$ cat config.mk
export PLATFORM = sky130hd
export DESIGN_NAME = hazard_control_unit
export DESIGN_NICKNAME = d
export VERILOG_FILES = /design/src/rtl/hazard_control_unit.sv
export SDC_FILE = /design/constraint.sdc
export NUM_CORES = 1
export LEC_CHECK = 0
export ABC_AREA = 1
export BUFFER_PORTS_ARGS = -buffer_cell sky130_fd_sc_hd__buf_2
export CELL_PAD_IN_SITES_DETAIL_PLACEMENT = 1
export CELL_PAD_IN_SITES_GLOBAL_PLACEMENT = 2
export CORE_ASPECT_RATIO = 2
export CORE_MARGIN = 5
export CORE_UTILIZATION = 27
export DETAILED_ROUTE_END_ITERATION = 16
export PLACE_DENSITY = 0.95
export SLEW_MARGIN = 20
export SYNTH_ARGS = -nofsm -noshare
export SYNTH_HDL_FRONTEND = slang
export SYNTH_SLANG_ARGS = --single-unit
$ cat constraint.sdc
create_clock -name clk_i -period 2.65 [get_ports clk_i]
set_input_delay 0.3975 -clock clk_i [delete_from_list [all_inputs] [get_ports clk_i]]
set_output_delay 0.3975 -clock clk_i [all_outputs]
set_load 0.02 [all_outputs]
$ cat src/rtl/hazard_control_unit.sv
// ============================================================================
// Module   : hazard_control_unit
// Purpose  : Forwarding, load-use/RAW stall, branch flush and memory-freeze
//            control for the decode/execute stage, plus saturating counters.
//            Optional feature macro: HAZARD_FWD_EN (operand forwarding).
// Revision : 1.0  initial release
// ============================================================================
`default_nettype none

module hazard_control_unit #(
    parameter int CNT_W = 16
) (
    input  logic             clk_i,
    input  logic             rst_i,
    input  logic [4:0]       fd_rs1_i,
    input  logic [4:0]       fd_rs2_i,
    input  logic             de_valid_i,
    input  logic [4:0]       de_rs1_i,
    input  logic [4:0]       de_rs2_i,
    input  logic [4:0]       de_rd_i,
    input  logic             de_reg_write_i,
    input  logic             de_mem_read_i,
    input  logic [4:0]       em_rd_i,
    input  logic [4:0]       mw_rd_i,
    input  logic             em_reg_write_i,
    input  logic             mw_reg_write_i,
    input  logic             branch_taken_i,
    input  logic             ext_stall_i,
    output logic [1:0]       fwd_a_o,
    output logic [1:0]       fwd_b_o,
    output logic             pc_stall_o,
    output logic             fd_stall_o,
    output logic             de_stall_o,
    output logic             em_stall_o,
    output logic             fd_flush_o,
    output logic             de_flush_o,
    output logic [1:0]       state_o,
    output logic [CNT_W-1:0] stall_cnt_o,
    output logic [CNT_W-1:0] flush_cnt_o
);

    typedef enum logic [1:0] {
        RUN       = 2'b00,
        FREEZE    = 2'b01,
        FREEZE_PF = 2'b10
    } state_t;

    state_t            r_state;
    state_t            w_state_nxt;
    logic [CNT_W-1:0]  r_stall_cnt;
    logic [CNT_W-1:0]  r_flush_cnt;
    logic [1:0]        w_fwd_a;
    logic [1:0]        w_fwd_b;
    logic              w_hazard;
    logic              w_flush;
    logic              w_stall;

    function automatic logic rd_match(input logic we, input logic [4:0] rd,
                                      input logic [4:0] rs);
        return we && (rd != 5'd0) && (rd == rs);
    endfunction

`ifdef HAZARD_FWD_EN
    logic w_unused_fwd;
    assign w_unused_fwd = de_reg_write_i;

    // Memory stage is the younger producer, so it wins over writeback.
    assign w_fwd_a = rd_match(em_reg_write_i, em_rd_i, de_rs1_i) ? 2'b10 :
                     rd_match(mw_reg_write_i, mw_rd_i, de_rs1_i) ? 2'b01 : 2'b00;
    assign w_fwd_b = rd_match(em_reg_write_i, em_rd_i, de_rs2_i) ? 2'b10 :
                     rd_match(mw_reg_write_i, mw_rd_i, de_rs2_i) ? 2'b01 : 2'b00;
    assign w_hazard = de_valid_i && de_mem_read_i && (de_rd_i != 5'd0) &&
                      ((de_rd_i == fd_rs1_i) || (de_rd_i == fd_rs2_i));
`else
    logic w_unused_nofwd;
    assign w_unused_nofwd = ^{de_rs1_i, de_rs2_i, de_mem_read_i};

    assign w_fwd_a  = 2'b00;
    assign w_fwd_b  = 2'b00;
    // Without bypass, any in-flight producer of a decode source must drain.
    assign w_hazard = rd_match(de_valid_i && de_reg_write_i, de_rd_i, fd_rs1_i) ||
                      rd_match(de_valid_i && de_reg_write_i, de_rd_i, fd_rs2_i) ||
                      rd_match(em_reg_write_i, em_rd_i, fd_rs1_i) ||
                      rd_match(em_reg_write_i, em_rd_i, fd_rs2_i) ||
                      rd_match(mw_reg_write_i, mw_rd_i, fd_rs1_i) ||
                      rd_match(mw_reg_write_i, mw_rd_i, fd_rs2_i);
`endif

    // A deferred flush fires on the first unfrozen cycle and absorbs a new branch.
    assign w_flush = !ext_stall_i && (branch_taken_i || (r_state == FREEZE_PF));
    assign w_stall = !ext_stall_i && w_hazard && !w_flush;

    always_comb begin
        w_state_nxt = r_state;
        case (r_state)
            RUN, FREEZE: begin
                if (ext_stall_i)
                    w_state_nxt = branch_taken_i ? FREEZE_PF : FREEZE;
                else
                    w_state_nxt = RUN;
            end
            FREEZE_PF: begin
                if (!ext_stall_i)
                    w_state_nxt = RUN;
            end
            default: w_state_nxt = RUN;
        endcase
    end

    always_ff @(posedge clk_i) begin
        if (rst_i) begin
            r_state     <= RUN;
            r_stall_cnt <= '0;
            r_flush_cnt <= '0;
        end else begin
            r_state <= w_state_nxt;
            if (w_stall && (r_stall_cnt != {CNT_W{1'b1}}))
                r_stall_cnt <= r_stall_cnt + 1'b1;
            if (w_flush && (r_flush_cnt != {CNT_W{1'b1}}))
                r_flush_cnt <= r_flush_cnt + 1'b1;
        end
    end

    assign fwd_a_o     = rst_i ? 2'b00 : w_fwd_a;
    assign fwd_b_o     = rst_i ? 2'b00 : w_fwd_b;
    assign pc_stall_o  = !rst_i && (ext_stall_i || w_stall);
    assign fd_stall_o  = !rst_i && (ext_stall_i || w_stall);
    assign de_stall_o  = !rst_i && ext_stall_i;
    assign em_stall_o  = !rst_i && ext_stall_i;
    assign fd_flush_o  = !rst_i && w_flush;
    assign de_flush_o  = !rst_i && (w_flush || w_stall);
    assign state_o     = rst_i ? 2'b00 : r_state;
    assign stall_cnt_o = rst_i ? '0 : r_stall_cnt;
    assign flush_cnt_o = rst_i ? '0 : r_flush_cnt;

endmodule

`default_nettype wire

; Word-level counts from Yosys, hierarchy flattened
; Index checks and enable logic that the tools add are counted.
[word_totals]
reg_bits = 34
[op_classes]
n_eq_ne = 11
addsub = 2
mux = 7
n_reduce_logical = 35
[op_table]
columns = op, n
row1 = adder 16 x 1 -> 16 bit (second input constant), 2
row2 = 2-to-1 mux 16 bit, 2
row3 = != test 16 bit (second input constant), 2
row4 = == test 5 bit, 6
row5 = logical AND 1 bit, 19
row6 = nonzero test 5 bit, 3
row7 = logical OR 1 bit, 8
row8 = 2-to-1 mux 2 bit, 4
row9 = case mux 2 bit (2 select lines), 1
row10 = zero test 1 bit, 3
row11 = == test 2 x 1 -> 1 bit (second input constant), 1
row12 = == test 2 bit (second input constant), 1
row13 = zero test 2 bit, 1
row14 = != test 2 bit (second input constant), 1
row15 = OR reduction 2 bit, 1

; Logic depth before layout (Yosys ltp)
; Gate-level depths: netlist of the first run.
[logic_depth]
ltp_word = 12
mapped_depth = 13

; Worst setup path after synthesis of the first run
; OpenSTA, ideal clock, no wires.
[synth_path]
kind = input port to output port
start = input port mw_rd_i[1]
end = output port pc_stall_o
n_path_buf = 1
path_stages = 11
arrival_ns = 1.784
setup_slack_ns = 0.468
path_cell_list = inv_1 > nand2_1 > nand2_1 > nor2_1 > nand3_1 > nand2_1 > nand2_1 > nand3_2 > nand3_2 > o21ai_0 > buf_4
[synth_via]
elab_chain_cells = 9
elab_cells_between_ends = 12
[synth_rtl]
columns = element, line_no
row1 = from (decl), 24  ; input logic [4:0] mw_rd_i,
row2 = nonzero test 5 bit, 60  ; return we && (rd != 5'd0) && (rd == rs);
row3 = logical AND 1 bit (2 in series), 60
row4 = logical OR 1 bit, 84  ; rd_match(em_reg_write_i, em_rd_i, fd_rs2_i) ||
row5 = logical OR 1 bit (*), 85  ; rd_match(mw_reg_write_i, mw_rd_i, fd_rs1_i) ||
row6 = logical AND 1 bit (*) (2 in series), 91  ; assign w_stall = !ext_stall_i && w_hazard && !w_flush;
row7 = logical OR 1 bit (*), n/a
row8 = logical AND 1 bit (*), n/a
row9 = to (decl), 31  ; output logic pc_stall_o,
; Mark *: on every way between the ends. The rest lies on a longest branch, timed or not.

; Worst setup path in the final report of the first run
[layout_path]
start = input port fd_rs1_i[1]
end = output port fd_stall_o
[layout_via]
elab_chain_cells = 11
elab_cells_between_ends = 15
[layout_rtl]
columns = element, line_no
row1 = from (decl), 15  ; input logic [4:0] fd_rs1_i,
row2 = == test 5 bit, 60
row3 = logical AND 1 bit, 60
row4 = logical OR 1 bit, 81  ; assign w_hazard = rd_match(de_valid_i && de_reg_write_i, de_rd_i, fd_rs1_i) ||
row5 = logical OR 1 bit, 82  ; rd_match(de_valid_i && de_reg_write_i, de_rd_i, fd_rs2_i) ||
row6 = logical OR 1 bit, 83  ; rd_match(em_reg_write_i, em_rd_i, fd_rs1_i) ||
row7 = logical OR 1 bit (*), 84
row8 = logical OR 1 bit (*), 85
row9 = logical AND 1 bit (*) (2 in series), 91
row10 = logical OR 1 bit (*), 127  ; assign fd_stall_o = !rst_i && (ext_stall_i || w_stall);
row11 = logical AND 1 bit (*), 127
row12 = to (decl), 32  ; output logic fd_stall_o,
; Marks and branches as above.

==> impl_metrics.xml, run 1 <==
<?xml version="1.0" encoding="UTF-8"?>
<metrics>
  <group name="status">
    <metric name="outcome" unit="">finished clean</metric>
  </group>
  <group name="yosys">
    <metric name="synthDistinctLibCells" unit="">31</metric>
    <metric name="synth.top_cell.area_share" unit="">0.257</metric>
    <metric name="ys_seq_area_frac" unit="">0.257</metric>
    <metric name="synth_top_flop_cell" unit="">sky130_fd_sc_hd__dfxtp_1</metric>
    <metric name="synth_area_leader_cell" unit="">sky130_fd_sc_hd__dfxtp_1</metric>
    <metric name="yosys_warnings" unit="">0</metric>
    <metric name="synthesis.instances" unit="">451</metric>
    <metric name="most_common_cell_in_the_netlist" unit="">sky130_fd_sc_hd__nand2_1</metric>
    <metric name="synthesis.area" unit="um2">2640</metric>
    <metric name="synth-async-reset-ratio" unit="">0</metric>
    <metric name="synthTopCellsByArea" unit="">sky130_fd_sc_hd__dfxtp_1, sky130_fd_sc_hd__nand2_1, sky130_fd_sc_hd__nor2_1</metric>
    <metric name="yosys-top-cells-count" unit="">sky130_fd_sc_hd__nand2_1, sky130_fd_sc_hd__nor2_1, sky130_fd_sc_hd__inv_1</metric>
    <metric name="synth.ff_latch_count" unit="">34</metric>
    <metric name="synth_edf_count" unit="">0</metric>
    <metric name="syn_avg_cell_area" unit="um2">5.86</metric>
  </group>
  <group name="setup_path">
    <metric name="cp_data_required_time" unit="ps">2250</metric>
    <metric name="critical_path.max_fanout" unit="">4</metric>
    <metric name="worstReg2RegStart" unit="">r_flush_cnt[0]</metric>
    <metric name="worstPathArrival" unit="ps">1780</metric>
    <metric name="end_kind" unit="">output port</metric>
    <metric name="critical_path_type" unit="">in2out</metric>
    <metric name="startpoint" unit="">fd_rs1_i[1]</metric>
    <metric name="worst_setup_path_start_kind" unit="">input port</metric>
  </group>
  <group name="layout">
    <metric name="nNetsFinal" unit="">565</metric>
    <metric name="drive_above_1_share" unit="">0.208</metric>
    <metric name="finalCoreUtilization" unit="">0.335</metric>
    <metric name="layout.cells.non_filler" unit="">651</metric>
    <metric name="postLayoutCellArea" unit="um2">3230</metric>
    <metric name="insertedDiodeCount" unit="">0</metric>
    <metric name="area_growth" unit="%">22.2</metric>
  </group>
  <group name="floorplanning">
    <metric name="floorplan.die.height" unit="um">150</metric>
    <metric name="placementRows" unit="">51</metric>
    <metric name="horizontal_extent_of_the_die" unit="um">80.0</metric>
    <metric name="dieArea" unit="um2">12000</metric>
    <metric name="core" unit="um2">9640</metric>
    <metric name="design.portCount" unit="">88</metric>
    <metric name="initial_core_utilization" unit="">0.274</metric>
  </group>
  <group name="global_routing">
    <metric name="grt_pass1_wl" unit="um">14000</metric>
    <metric name="globalRouteOverflowTotal" unit="">0</metric>
    <metric name="first_global_vias" unit="">3116</metric>
    <metric name="grt_max_degree" unit="">31</metric>
    <metric name="grt.total_usage" unit="">0.147</metric>
    <metric name="number_of_antenna_violations_at_the_first_check_in_global_routing" unit="">0</metric>
  </group>
  <group name="pwr">
    <metric name="p_switching" unit="W">0.000344</metric>
    <metric name="power.internal" unit="W">0.000924</metric>
    <metric name="leakagePower" unit="nW">1.53</metric>
    <metric name="cellPowerDensity" unit="nW/um2">393</metric>
    <metric name="switching_share_of_power" unit="">0.271</metric>
    <metric name="comb_power_frac" unit="">0.155</metric>
    <metric name="p_clk_frac" unit="">0.435</metric>
    <metric name="seq_power_share" unit="">0.410</metric>
    <metric name="vdd_ir_drop_max" unit="V">0.000260</metric>
  </group>
  <group name="placement">
    <metric name="placed_cells_incl_taps" unit="">644</metric>
    <metric name="detailedPlacementHpwl" unit="um">7220</metric>
    <metric name="dpl_worst_slack" unit="ps">461</metric>
    <metric name="port_buffers" unit="">72</metric>
    <metric name="place_area" unit="um2">3100</metric>
    <metric name="finalWeightedCongestion" unit="">0.835</metric>
  </group>
  <group name="hold_path">
    <metric name="min-delay-start" unit="">branch_taken_i</metric>
    <metric name="hold_path.class" unit="">in2reg</metric>
  </group>
  <group name="timing">
    <metric name="final-hold-violation-count" unit="">0</metric>
    <metric name="worst-slew-pin-transition" unit="ps">501</metric>
    <metric name="fmaxAchievable" unit="MHz">459</metric>
    <metric name="post-route-worst-setup-slack" unit="ps">473</metric>
    <metric name="min_period" unit="ps">2180</metric>
    <metric name="grt_setup_unrepaired" unit="">no</metric>
    <metric name="finalClockSkew" unit="ps">4.99</metric>
    <metric name="timing.final.setup_violations" unit="">0</metric>
    <metric name="relSlewSlack" unit="">0.665</metric>
    <metric name="slew_violations" unit="">0</metric>
    <metric name="post-route-period-util" unit="">0.822</metric>
    <metric name="final.setup.tns" unit="ps">0</metric>
  </group>
  <group name="clocking">
    <metric name="cts.repair_timing.setup_buffer_count" unit="">0</metric>
    <metric name="htree_num_levels" unit="">2</metric>
    <metric name="cts-root-to-sink-buffers" unit="">2</metric>
    <metric name="cts_buffers" unit="">5</metric>
    <metric name="clock_latency" unit="ps">280</metric>
    <metric name="tritoncts_num_sinks" unit="">34</metric>
    <metric name="cts_hold_repair.buffers" unit="">0</metric>
    <metric name="cts_tree" unit="">done</metric>
    <metric name="resize_count_post_cts" unit="">0</metric>
    <metric name="clock-root-buffer" unit="">sky130_fd_sc_hd__clkbuf_16</metric>
    <metric name="clock_pin_slew_of_the_registers_on_the_worst_case_setup_and_hold_paths" unit="ps">50</metric>
  </group>
  <group name="route">
    <metric name="drt-pass1-iter-count" unit="">4</metric>
    <metric name="drt_drc_violations_left" unit="">0</metric>
    <metric name="routedWlPerCell" unit="um">13.2</metric>
    <metric name="vias" unit="">2969</metric>
    <metric name="route.detailed.vias_per_inst" unit="">4.56</metric>
    <metric name="first_iter_violations" unit="">49</metric>
    <metric name="drt-total-wl" unit="um">8590</metric>
    <metric name="antenna_violating_nets_post_route" unit="">0</metric>
  </group>
  <group name="flow_run">
    <metric name="cap_viol_max_count" unit="">0</metric>
  </group>
</metrics>
cell type report:
type                            instances  area (um2)
Multi-Input combinational cell        331        1600
Inverter                               73         274
Fill cell                            1297        6400
Sequential cell                        34         681
Timing Repair Buffer                   74         375
Clock buffer                            7         133
Tap cell                              132         165
kinds of logic (layout without fill, tap and decap cells):
group                      after synthesis  count (layout)  share of synthesized area
buffers and inverters                   89             154                      0.141
DFF                                     34              34                      0.257
other                                    1               4                    0.00142
and+or+nand+nor                        254             254                      0.411
AOI/OAI and AO/OA                       50              50                      0.110
adders and majority gates                2               2                    0.00946
xor gates and xnor gates                21              21                     0.0696
flip-flops by register name (all words and copies together), names as in the netlist:
signal       flops
r_flush_cnt     16
r_stall_cnt     16
r_state          2
cells in the final DEF, fill, tap and decap left out, types with 2 or more instances in the layout:
| cell type | instances |
|---|---|
| sky130_fd_sc_hd__a21oi_1 | 22 |
| sky130_fd_sc_hd__a21oi_2 | 10 |
| sky130_fd_sc_hd__buf_2 | 72 |
| sky130_fd_sc_hd__buf_4 | 2 |
| sky130_fd_sc_hd__clkbuf_1 | 2 |
| sky130_fd_sc_hd__clkbuf_16 | 5 |
| sky130_fd_sc_hd__conb_1 | 4 |
| sky130_fd_sc_hd__dfxtp_1 | 34 |
| sky130_fd_sc_hd__ha_1 | 2 |
| sky130_fd_sc_hd__inv_1 | 62 |
| sky130_fd_sc_hd__inv_2 | 10 |
| sky130_fd_sc_hd__nand2_1 | 132 |
| sky130_fd_sc_hd__nand3_1 | 24 |
| sky130_fd_sc_hd__nand3_2 | 3 |
| sky130_fd_sc_hd__nand4_1 | 2 |
| sky130_fd_sc_hd__nand4_2 | 2 |
| sky130_fd_sc_hd__nor2_1 | 67 |
| sky130_fd_sc_hd__nor2_4 | 2 |
| sky130_fd_sc_hd__nor3_1 | 15 |
| sky130_fd_sc_hd__nor4_1 | 3 |
| sky130_fd_sc_hd__o21ai_0 | 15 |
| sky130_fd_sc_hd__xnor2_1 | 6 |
| sky130_fd_sc_hd__xor2_1 | 15 |
worst paths after layout:
kind	to	slack, ps	cells past startpoint
worst min-delay path	r_state[0]	310	2
worst max register to register	r_flush_cnt[14]	590	11
worst max-delay path	fd_stall_o	470	11
worst min register to register	r_state[0]	450	1
metal layers:
metal | track usage | share of wire | up-vias
met4 | 0.0584 | 0.029 | 0
met5 | 0 | 0 | -
met2 | 0.291 | 0.57 | 52
li1 | - | - | 1517
met1 | 0.141 | 0.35 | 1384
met3 | 0.0319 | 0.043 | 16
stage by stage:
stage	hold WS, ps	power (W)
final	313	0.00127
after global routing	327	0.00133
after CTS	309	0.00129
after detailed placement	451	0.000731
after global placement	432	0.000722
after floorplan	421	0.000658
power by group through the flow:
stage / registers (W) / clock network, W / logic [W]
floorplan: 0.000530 / 0 / 0.000128
global placement: 0.000531 / 0 / 0.000191
detailed placement: 0.000531 / 0 / 0.000200
CTS: 0.000520 / 0.000569 / 0.000200
global route: 0.000520 / 0.000590 / 0.000222
finish: 0.000520 / 0.000551 / 0.000197
worst max-delay path, cell delays in order:
cell and delay (ps):
sky130_fd_sc_hd__buf_2 130, sky130_fd_sc_hd__inv_2 80, sky130_fd_sc_hd__nand2_1 50, sky130_fd_sc_hd__a21oi_1 160
sky130_fd_sc_hd__nand3_1 90, sky130_fd_sc_hd__nand2_1 70, sky130_fd_sc_hd__nand2_1 80, sky130_fd_sc_hd__nand3_2 110
sky130_fd_sc_hd__nand3_2 100, sky130_fd_sc_hd__o21ai_0 260, sky130_fd_sc_hd__buf_2 240
No activity file was read; power rests on OpenSTA's default activity.
==> run 2: changes to the inputs <==
Settings changed: ABC_AREA 1 to 0, CORE_UTILIZATION 27 to 25, PLACE_DENSITY 0.95 to 0.87.
Clock period 2.65 ns to 2 ns, I/O delays scaled along.
==> run 2 against run 1 <==
The run now ends with setup timing left. Global-route usage decreased by 1.6 points. Worst hold slack improved by 20 ps. Highest routed layer unchanged. Total power increased by 39%. Clock power grew 43%. Non-clock buffer count is 34 higher. Die area is 3.2% lower. Final cell count shrank 24%. Utilization increased by 2.9 points. Critical path type unchanged. Setup slack worse by 650 ps. Register-to-register slack lost 470 ps. Synthesized cell count down 37%.
==> impl_metrics.xml, run 2 <==
<?xml version="1.0" encoding="UTF-8"?>
<metrics>
  <group name="status">
    <metric name="outcome" unit="">finished with violations</metric>
    <metric name="violations_in_the_final_reports" unit="">setup timing</metric>
  </group>
  <group name="pwr">
    <metric name="cellPowerDensity" unit="nW/um2">521</metric>
    <metric name="p_clk_frac" unit="">0.445</metric>
    <metric name="comb_power_frac" unit="">0.166</metric>
    <metric name="vdd_ir_drop_max" unit="V">0.000348</metric>
    <metric name="p_switching" unit="W">0.000463</metric>
    <metric name="switching_share_of_power" unit="">0.262</metric>
    <metric name="leakagePower" unit="nW">1.47</metric>
    <metric name="seq_power_share" unit="">0.389</metric>
    <metric name="power.internal" unit="W">0.00131</metric>
  </group>
  <group name="timing">
    <metric name="min_period" unit="ps">2180</metric>
    <metric name="post-route-worst-setup-slack" unit="ps">-176</metric>
    <metric name="slew_violations" unit="">0</metric>
    <metric name="grt_setup_unrepaired" unit="">yes</metric>
    <metric name="finalClockSkew" unit="ps">5.08</metric>
    <metric name="timing.final.setup_violations" unit="">11</metric>
    <metric name="final-hold-violation-count" unit="">0</metric>
    <metric name="post-route-period-util" unit="">1.09</metric>
    <metric name="final.setup.tns" unit="ps">-703</metric>
    <metric name="fmaxAchievable" unit="MHz">460</metric>
  </group>
  <group name="route">
    <metric name="first_iter_violations" unit="">65</metric>
    <metric name="antenna_violating_nets_post_route" unit="">0</metric>
    <metric name="route.detailed.vias_per_inst" unit="">4.81</metric>
    <metric name="drt_drc_violations_left" unit="">0</metric>
    <metric name="drt-total-wl" unit="um">7480</metric>
    <metric name="vias" unit="">2365</metric>
    <metric name="routedWlPerCell" unit="um">15.2</metric>
    <metric name="drt-pass1-iter-count" unit="">4</metric>
  </group>
  <group name="clocking">
    <metric name="cts_buffers" unit="">5</metric>
    <metric name="clock_pin_slew_of_the_registers_on_the_worst_case_setup_and_hold_paths" unit="ps">50</metric>
    <metric name="cts_tree" unit="">done</metric>
    <metric name="tritoncts_num_sinks" unit="">34</metric>
    <metric name="htree_num_levels" unit="">2</metric>
    <metric name="clock-root-buffer" unit="">sky130_fd_sc_hd__clkbuf_16</metric>
    <metric name="clock_latency" unit="ps">280</metric>
    <metric name="cts-root-to-sink-buffers" unit="">2</metric>
  </group>
  <group name="global_routing">
    <metric name="number_of_antenna_violations_at_the_first_check_in_global_routing" unit="">0</metric>
    <metric name="grt_max_degree" unit="">56</metric>
    <metric name="globalRouteOverflowTotal" unit="">0</metric>
    <metric name="first_global_vias" unit="">2637</metric>
    <metric name="grt_pass1_wl" unit="um">12200</metric>
    <metric name="grt.total_usage" unit="">0.131</metric>
  </group>
  <group name="layout">
    <metric name="layout.cells.non_filler" unit="">492</metric>
    <metric name="insertedDiodeCount" unit="">0</metric>
    <metric name="drive_above_1_share" unit="">0.394</metric>
    <metric name="top_library_cells_by_usage_in_the_layout_fill_and_taps_aside" unit="">sky130_fd_sc_hd__buf_2, sky130_fd_sc_hd__xor2_1, sky130_fd_sc_hd__nor2_1</metric>
    <metric name="layout.cells.most_common" unit="">sky130_fd_sc_hd__buf_2</metric>
    <metric name="finalCoreUtilization" unit="">0.364</metric>
    <metric name="nNetsFinal" unit="">433</metric>
    <metric name="postLayoutCellArea" unit="um2">3400</metric>
    <metric name="reg_top3" unit="">r_flush_cnt (16), r_stall_cnt (16), r_state (2)</metric>
    <metric name="fillers" unit="">1128</metric>
    <metric name="area_growth" unit="%">43.8</metric>
  </group>
  <group name="setup_path">
    <metric name="path_depth" unit="">8</metric>
    <metric name="cp_data_required_time" unit="ps">1700</metric>
    <metric name="critical-path-top-delay-family" unit="">simple AND/OR/NAND/NOR gates</metric>
    <metric name="worst_path_max_delay_cell" unit="">sky130_fd_sc_hd__or4_4</metric>
    <metric name="worstPathArrival" unit="ps">1880</metric>
    <metric name="end_kind" unit="">output port</metric>
    <metric name="worst_setup_path_start_kind" unit="">input port</metric>
    <metric name="crit_path_cells" unit="">buf_6 &gt; or4_4 &gt; o211ai_4 &gt; o22ai_4 &gt; or2_4 &gt; a21oi_4 &gt; nor2_4 &gt; buf_6</metric>
    <metric name="dominant_cell_type_by_count_on_the_critical_path" unit="">sky130_fd_sc_hd__buf_6</metric>
    <metric name="r2r.worst_path.cells" unit="">8</metric>
    <metric name="critical_path_type" unit="">in2out</metric>
    <metric name="crit_buf_inv" unit="">2</metric>
    <metric name="critPathMaxStageDelay" unit="ps">530</metric>
    <metric name="critical_path.max_fanout" unit="">2</metric>
  </group>
  <group name="yosys">
    <metric name="most_common_cell_in_the_netlist" unit="">sky130_fd_sc_hd__xor2_1</metric>
    <metric name="synthesis.area" unit="um2">2360</metric>
    <metric name="synthTopCellsByArea" unit="">sky130_fd_sc_hd__dfxtp_1, sky130_fd_sc_hd__xor2_1, sky130_fd_sc_hd__nor2b_1</metric>
    <metric name="synth.top_cell.area_share" unit="">0.288</metric>
    <metric name="synth-async-reset-ratio" unit="">0</metric>
    <metric name="yosys_warnings" unit="">0</metric>
    <metric name="synth_edf_count" unit="">0</metric>
    <metric name="syn_avg_cell_area" unit="um2">8.28</metric>
    <metric name="synth_top_flop_cell" unit="">sky130_fd_sc_hd__dfxtp_1</metric>
    <metric name="yosys-top-cells-count" unit="">sky130_fd_sc_hd__xor2_1, sky130_fd_sc_hd__nor2_1, sky130_fd_sc_hd__dfxtp_1</metric>
    <metric name="ys_seq_area_frac" unit="">0.288</metric>
    <metric name="synth.ff_latch_count" unit="">34</metric>
    <metric name="synthesis.instances" unit="">285</metric>
    <metric name="synth_area_leader_cell" unit="">sky130_fd_sc_hd__dfxtp_1</metric>
    <metric name="synthDistinctLibCells" unit="">52</metric>
  </group>
  <group name="floorplanning">
    <metric name="floorplan.die.height" unit="um">147</metric>
    <metric name="design.portCount" unit="">88</metric>
    <metric name="placementRows" unit="">50</metric>
    <metric name="initial_core_utilization" unit="">0.253</metric>
    <metric name="horizontal_extent_of_the_die" unit="um">78.7</metric>
    <metric name="core" unit="um2">9320</metric>
    <metric name="dieArea" unit="um2">11600</metric>
  </group>
  <group name="placement">
    <metric name="port_buffers" unit="">72</metric>
    <metric name="finalWeightedCongestion" unit="">0.872</metric>
    <metric name="detailedPlacementHpwl" unit="um">5990</metric>
    <metric name="place_area" unit="um2">3050</metric>
    <metric name="dpl_worst_slack" unit="ps">-381</metric>
    <metric name="placed_cells_incl_taps" unit="">480</metric>
  </group>
  <group name="flow_run">
    <metric name="cap_viol_max_count" unit="">0</metric>
  </group>
  <group name="hold_path">
    <metric name="hold_path.class" unit="">in2reg</metric>
    <metric name="holdPathStages" unit="">2</metric>
  </group>
</metrics>
## run 2: what timing repair did
item	in CTS	in global routing
buffers inserted	1	3
gates cloned	0	0
pin swaps	7	10
endpoints found under the setup margin	6	14
resized for setup	21	14
hold buffers	0	0
## run 2: layout make-up
cell class              instances  area (um2)  area share
inverters                       6        22.5     0.00663
repair buffers                108         691       0.203
flip-flops and latches         34         681       0.200
well taps                     104         130      0.0383
multi-input cells             232        1720       0.508
clock inverters                 1        5.00     0.00147
clock buffers                   7         143      0.0420
## run 2: power by group through the flow
stage               combinational, W  clock (W)  sequential [W]
floorplan                   0.000150          0        0.000702
CTS                         0.000290   0.000808        0.000688
global placement            0.000256          0        0.000702
finish                      0.000293   0.000788        0.000688
detailed placement          0.000266          0        0.000703
global route                0.000318   0.000834        0.000689
## run 2: layer usage
metal / global-route usage / wire length, um / vias up
met3: 0.0213 / 224 / 11
met5: 0 / 0 / -
li1: - / - / 1179
met4: 0.0473 / 168 / 0
met1: 0.116 / 2570 / 1134
met2: 0.278 / 4520 / 41
## run 2: logic make-up (layout without fill, tap and decap cells)
family                   Yosys count  in the layout  synth area share
AO/OA/AOI/OAI                     33             33             0.103
XOR/XNOR                          44             44             0.163
adder cells (fa/ha/maj)            2              2            0.0106
buffers and inverters             22            122            0.0514
flip-flops                        34             34             0.288
multiplexers                       7              7            0.0392
other                              1              4           0.00159
AND/OR/NAND/NOR                  142            142             0.342
## run 2: through the flow
stage / total power [W] / hold slack (ps)
final: 0.00177 / 333
after global placement: 0.000959 / 449
after floorplan: 0.000851 / 377
after detailed placement: 0.000969 / 453
after CTS: 0.00179 / 306
after global routing: 0.00184 / 356
## run 2: path summary, 6_finish.rpt
kind,startpoint,end,slack [ps]
worst min-delay path,branch_taken_i,r_state[0],330
worst min register to register,r_state[1],r_state[0],470
worst max register to register,r_stall_cnt[4],r_stall_cnt[10],120
worst max-delay path,de_rd_i[3],pc_stall_o,-180
==> run 3: changes to the inputs <==
Settings changed: CORE_ASPECT_RATIO 2 to default, CORE_UTILIZATION 25 to 26, CTS_BUF_LIST from default to sky130_fd_sc_hd__clkbuf_4, PLACE_DENSITY 0.87 to 0.89.
==> run 3 against run 2 <==
The flow still finishes with violations (setup timing). Clock power down 51%. Utilization up 0.26 points. Clock skew up 8.2 ps. Worst hold slack worse by 46 ps. Non-clock buffer count unchanged. Sequential share of layout area up 1.0 points. First-iteration DRC count down 23%. Cell area down 4.9%. Setup slack better by 66 ps. Critical path depth unchanged. Register-to-register slack better by 20 ps. Combinational power down 5%. Critical path type unchanged. Highest routed layer unchanged.
==> impl_metrics.xml, run 3 (synthesis gave the netlist of run 2 again) <==
<?xml version="1.0" encoding="UTF-8"?>
<metrics>
  <group name="setup_path">
    <metric name="end_kind" unit="">output port</metric>
    <metric name="critPathMaxStageDelay" unit="ps">520</metric>
    <metric name="worstPathArrival" unit="ps">1810</metric>
    <metric name="critical_path_type" unit="">in2out</metric>
    <metric name="critical-path-top-delay-family" unit="">simple AND/OR/NAND/NOR gates</metric>
    <metric name="crit_buf_inv" unit="">2</metric>
    <metric name="worst_path_max_delay_cell" unit="">sky130_fd_sc_hd__or4_4</metric>
    <metric name="cp_data_required_time" unit="ps">1700</metric>
    <metric name="crit_path_cells" unit="">buf_8 &gt; or4_4 &gt; o211ai_2 &gt; o22ai_2 &gt; or2_4 &gt; nor3_4 &gt; nor3_2 &gt; buf_4</metric>
    <metric name="critical_path.max_fanout" unit="">2</metric>
    <metric name="worst_setup_path_start_kind" unit="">input port</metric>
  </group>
  <group name="clocking">
    <metric name="cts-root-to-sink-buffers" unit="">2</metric>
    <metric name="cts_hold_repair.buffers" unit="">0</metric>
    <metric name="clock_latency" unit="ps">340</metric>
    <metric name="cts_tree" unit="">done</metric>
    <metric name="clock_pin_slew_of_the_registers_on_the_worst_case_setup_and_hold_paths" unit="ps">100</metric>
    <metric name="tritoncts_num_sinks" unit="">34</metric>
    <metric name="htree_num_levels" unit="">2</metric>
    <metric name="clock-root-buffer" unit="">sky130_fd_sc_hd__clkbuf_4</metric>
    <metric name="cts_buffers" unit="">5</metric>
  </group>
  <group name="timing">
    <metric name="post-route-period-util" unit="">1.06</metric>
    <metric name="fmaxAchievable" unit="MHz">474</metric>
    <metric name="timing.final.setup_violations" unit="">3</metric>
    <metric name="slew_violations" unit="">0</metric>
    <metric name="finalClockSkew" unit="ps">13.3</metric>
    <metric name="final-hold-violation-count" unit="">0</metric>
    <metric name="final.setup.tns" unit="ps">-311</metric>
    <metric name="grt_setup_unrepaired" unit="">yes</metric>
    <metric name="post-route-worst-setup-slack" unit="ps">-110</metric>
    <metric name="min_period" unit="ps">2110</metric>
  </group>
  <group name="floorplanning">
    <metric name="floorplan.die.height" unit="um">105</metric>
    <metric name="design.portCount" unit="">88</metric>
    <metric name="core" unit="um2">8810</metric>
    <metric name="initial_core_utilization" unit="">0.268</metric>
    <metric name="placementRows" unit="">34</metric>
    <metric name="horizontal_extent_of_the_die" unit="um">105</metric>
    <metric name="dieArea" unit="um2">11100</metric>
  </group>
  <group name="global_routing">
    <metric name="first_global_vias" unit="">2555</metric>
    <metric name="grt.total_usage" unit="">0.127</metric>
    <metric name="number_of_antenna_violations_at_the_first_check_in_global_routing" unit="">0</metric>
    <metric name="grt_max_degree" unit="">38</metric>
    <metric name="grt_pass1_wl" unit="um">11800</metric>
    <metric name="globalRouteOverflowTotal" unit="">0</metric>
  </group>
  <group name="pwr">
    <metric name="cellPowerDensity" unit="nW/um2">419</metric>
    <metric name="leakagePower" unit="nW">1.43</metric>
    <metric name="vdd_ir_drop_max" unit="V">0.000163</metric>
  </group>
  <group name="layout">
    <metric name="area_growth" unit="%">36.8</metric>
    <metric name="layout.cells.most_common" unit="">sky130_fd_sc_hd__buf_2</metric>
    <metric name="nNetsFinal" unit="">433</metric>
    <metric name="top_library_cells_by_usage_in_the_layout_fill_and_taps_aside" unit="">sky130_fd_sc_hd__buf_2, sky130_fd_sc_hd__xor2_1, sky130_fd_sc_hd__buf_4</metric>
    <metric name="postLayoutCellArea" unit="um2">3230</metric>
    <metric name="insertedDiodeCount" unit="">0</metric>
    <metric name="drive_above_1_share" unit="">0.374</metric>
    <metric name="reg_top3" unit="">r_flush_cnt (16), r_stall_cnt (16), r_state (2)</metric>
  </group>
  <group name="placement">
    <metric name="port_buffers" unit="">72</metric>
    <metric name="place_area" unit="um2">3060</metric>
    <metric name="finalWeightedCongestion" unit="">0.847</metric>
    <metric name="detailedPlacementHpwl" unit="um">5660</metric>
  </group>
  <group name="flow_run">
    <metric name="cap_viol_max_count" unit="">0</metric>
  </group>
  <group name="route">
    <metric name="drt_drc_violations_left" unit="">0</metric>
    <metric name="routedWlPerCell" unit="um">14.0</metric>
    <metric name="vias" unit="">2334</metric>
    <metric name="drt-total-wl" unit="um">6930</metric>
    <metric name="drt-pass1-iter-count" unit="">4</metric>
    <metric name="antenna_violating_nets_post_route" unit="">0</metric>
    <metric name="route.detailed.vias_per_inst" unit="">4.71</metric>
    <metric name="first_iter_violations" unit="">50</metric>
  </group>
  <group name="hold_path">
    <metric name="hold_path.class" unit="">in2reg</metric>
  </group>
  <group name="status">
    <metric name="outcome" unit="">finished with violations</metric>
    <metric name="violations_in_the_final_reports" unit="">setup timing</metric>
  </group>
</metrics>
[run 3: cell count changes in the layout (fill, tap and decap cells not counted), sizes merged]
cell,delta
clkbuf,-1
clkinv,+1
[run 3: metrics by stage]
step	setup WS (ps)	hold WS [ps]	utilization	cells	total power, W
6_report	-110	287	0.367	496	0.00136
5_1_grt	-176	281	0.367	496	0.00144
4_1_cts	-167	262	0.360	494	0.00137
3_5_place_dp	-309	453	0.348	485	0.000967
3_3_place_gp	-245	426	0.348	485	0.000955
2_1_floorplan	-37.9	377	-	288	0.000851
[run 3: final timing paths]
path | startpoint | end | slack (ps) | cells after the start
max | de_rd_i[4] | de_flush_o | -110 | 8
min reg2reg | r_state[1] | r_state[0] | 460 | 1
min | branch_taken_i | r_state[0] | 290 | 2
max reg2reg | r_flush_cnt[6] | r_flush_cnt[10] | 140 | 5
[run 3: what timing repair did]
| action | 4_1_cts | 5_1_grt |
|---|---|---|
| pin swaps | 7 | 5 |
| setup buffers | 1 | 2 |
| gates resized for setup | 15 | 9 |
| endpoints found under the setup margin | 4 | 9 |
[run 3: power breakdown]
group,internal [W],switching (W)
clock network,0.000146,0.000242
logic,0.000126,0.000153
registers,0.000682,0.00000522
total,0.000954,0.000401
[run 3: final cells by class]
type / instances / area (um2)
fill: 1064 / 5580
multi-input combinational: 232 / 1650
timing repair buffer: 108 / 689
sequential: 34 / 681
tap: 108 / 135
clock buffer: 6 / 45.0
inverter: 6 / 22.5
clock inverter: 2 / 8.76
[run 3: routing by layer]
metal | up-vias | GRT usage | share of wire
met3 | 4 | 0.0300 | 0.059
met1 | 1095 | 0.140 | 0.42
met2 | 54 | 0.241 | 0.52
met4 | 0 | 0.0337 | 0.0074
met5 | - | 0 | 0
li1 | 1181 | - | -
[run 3: worst reg2reg max path, cell delays in order, from the launching register on]
cell and delay (ps):
sky130_fd_sc_hd__dfxtp_1 390, sky130_fd_sc_hd__and4_1 260, sky130_fd_sc_hd__and4_2 350, sky130_fd_sc_hd__or4b_1 500
sky130_fd_sc_hd__xor2_1 180, sky130_fd_sc_hd__nor2_1 50
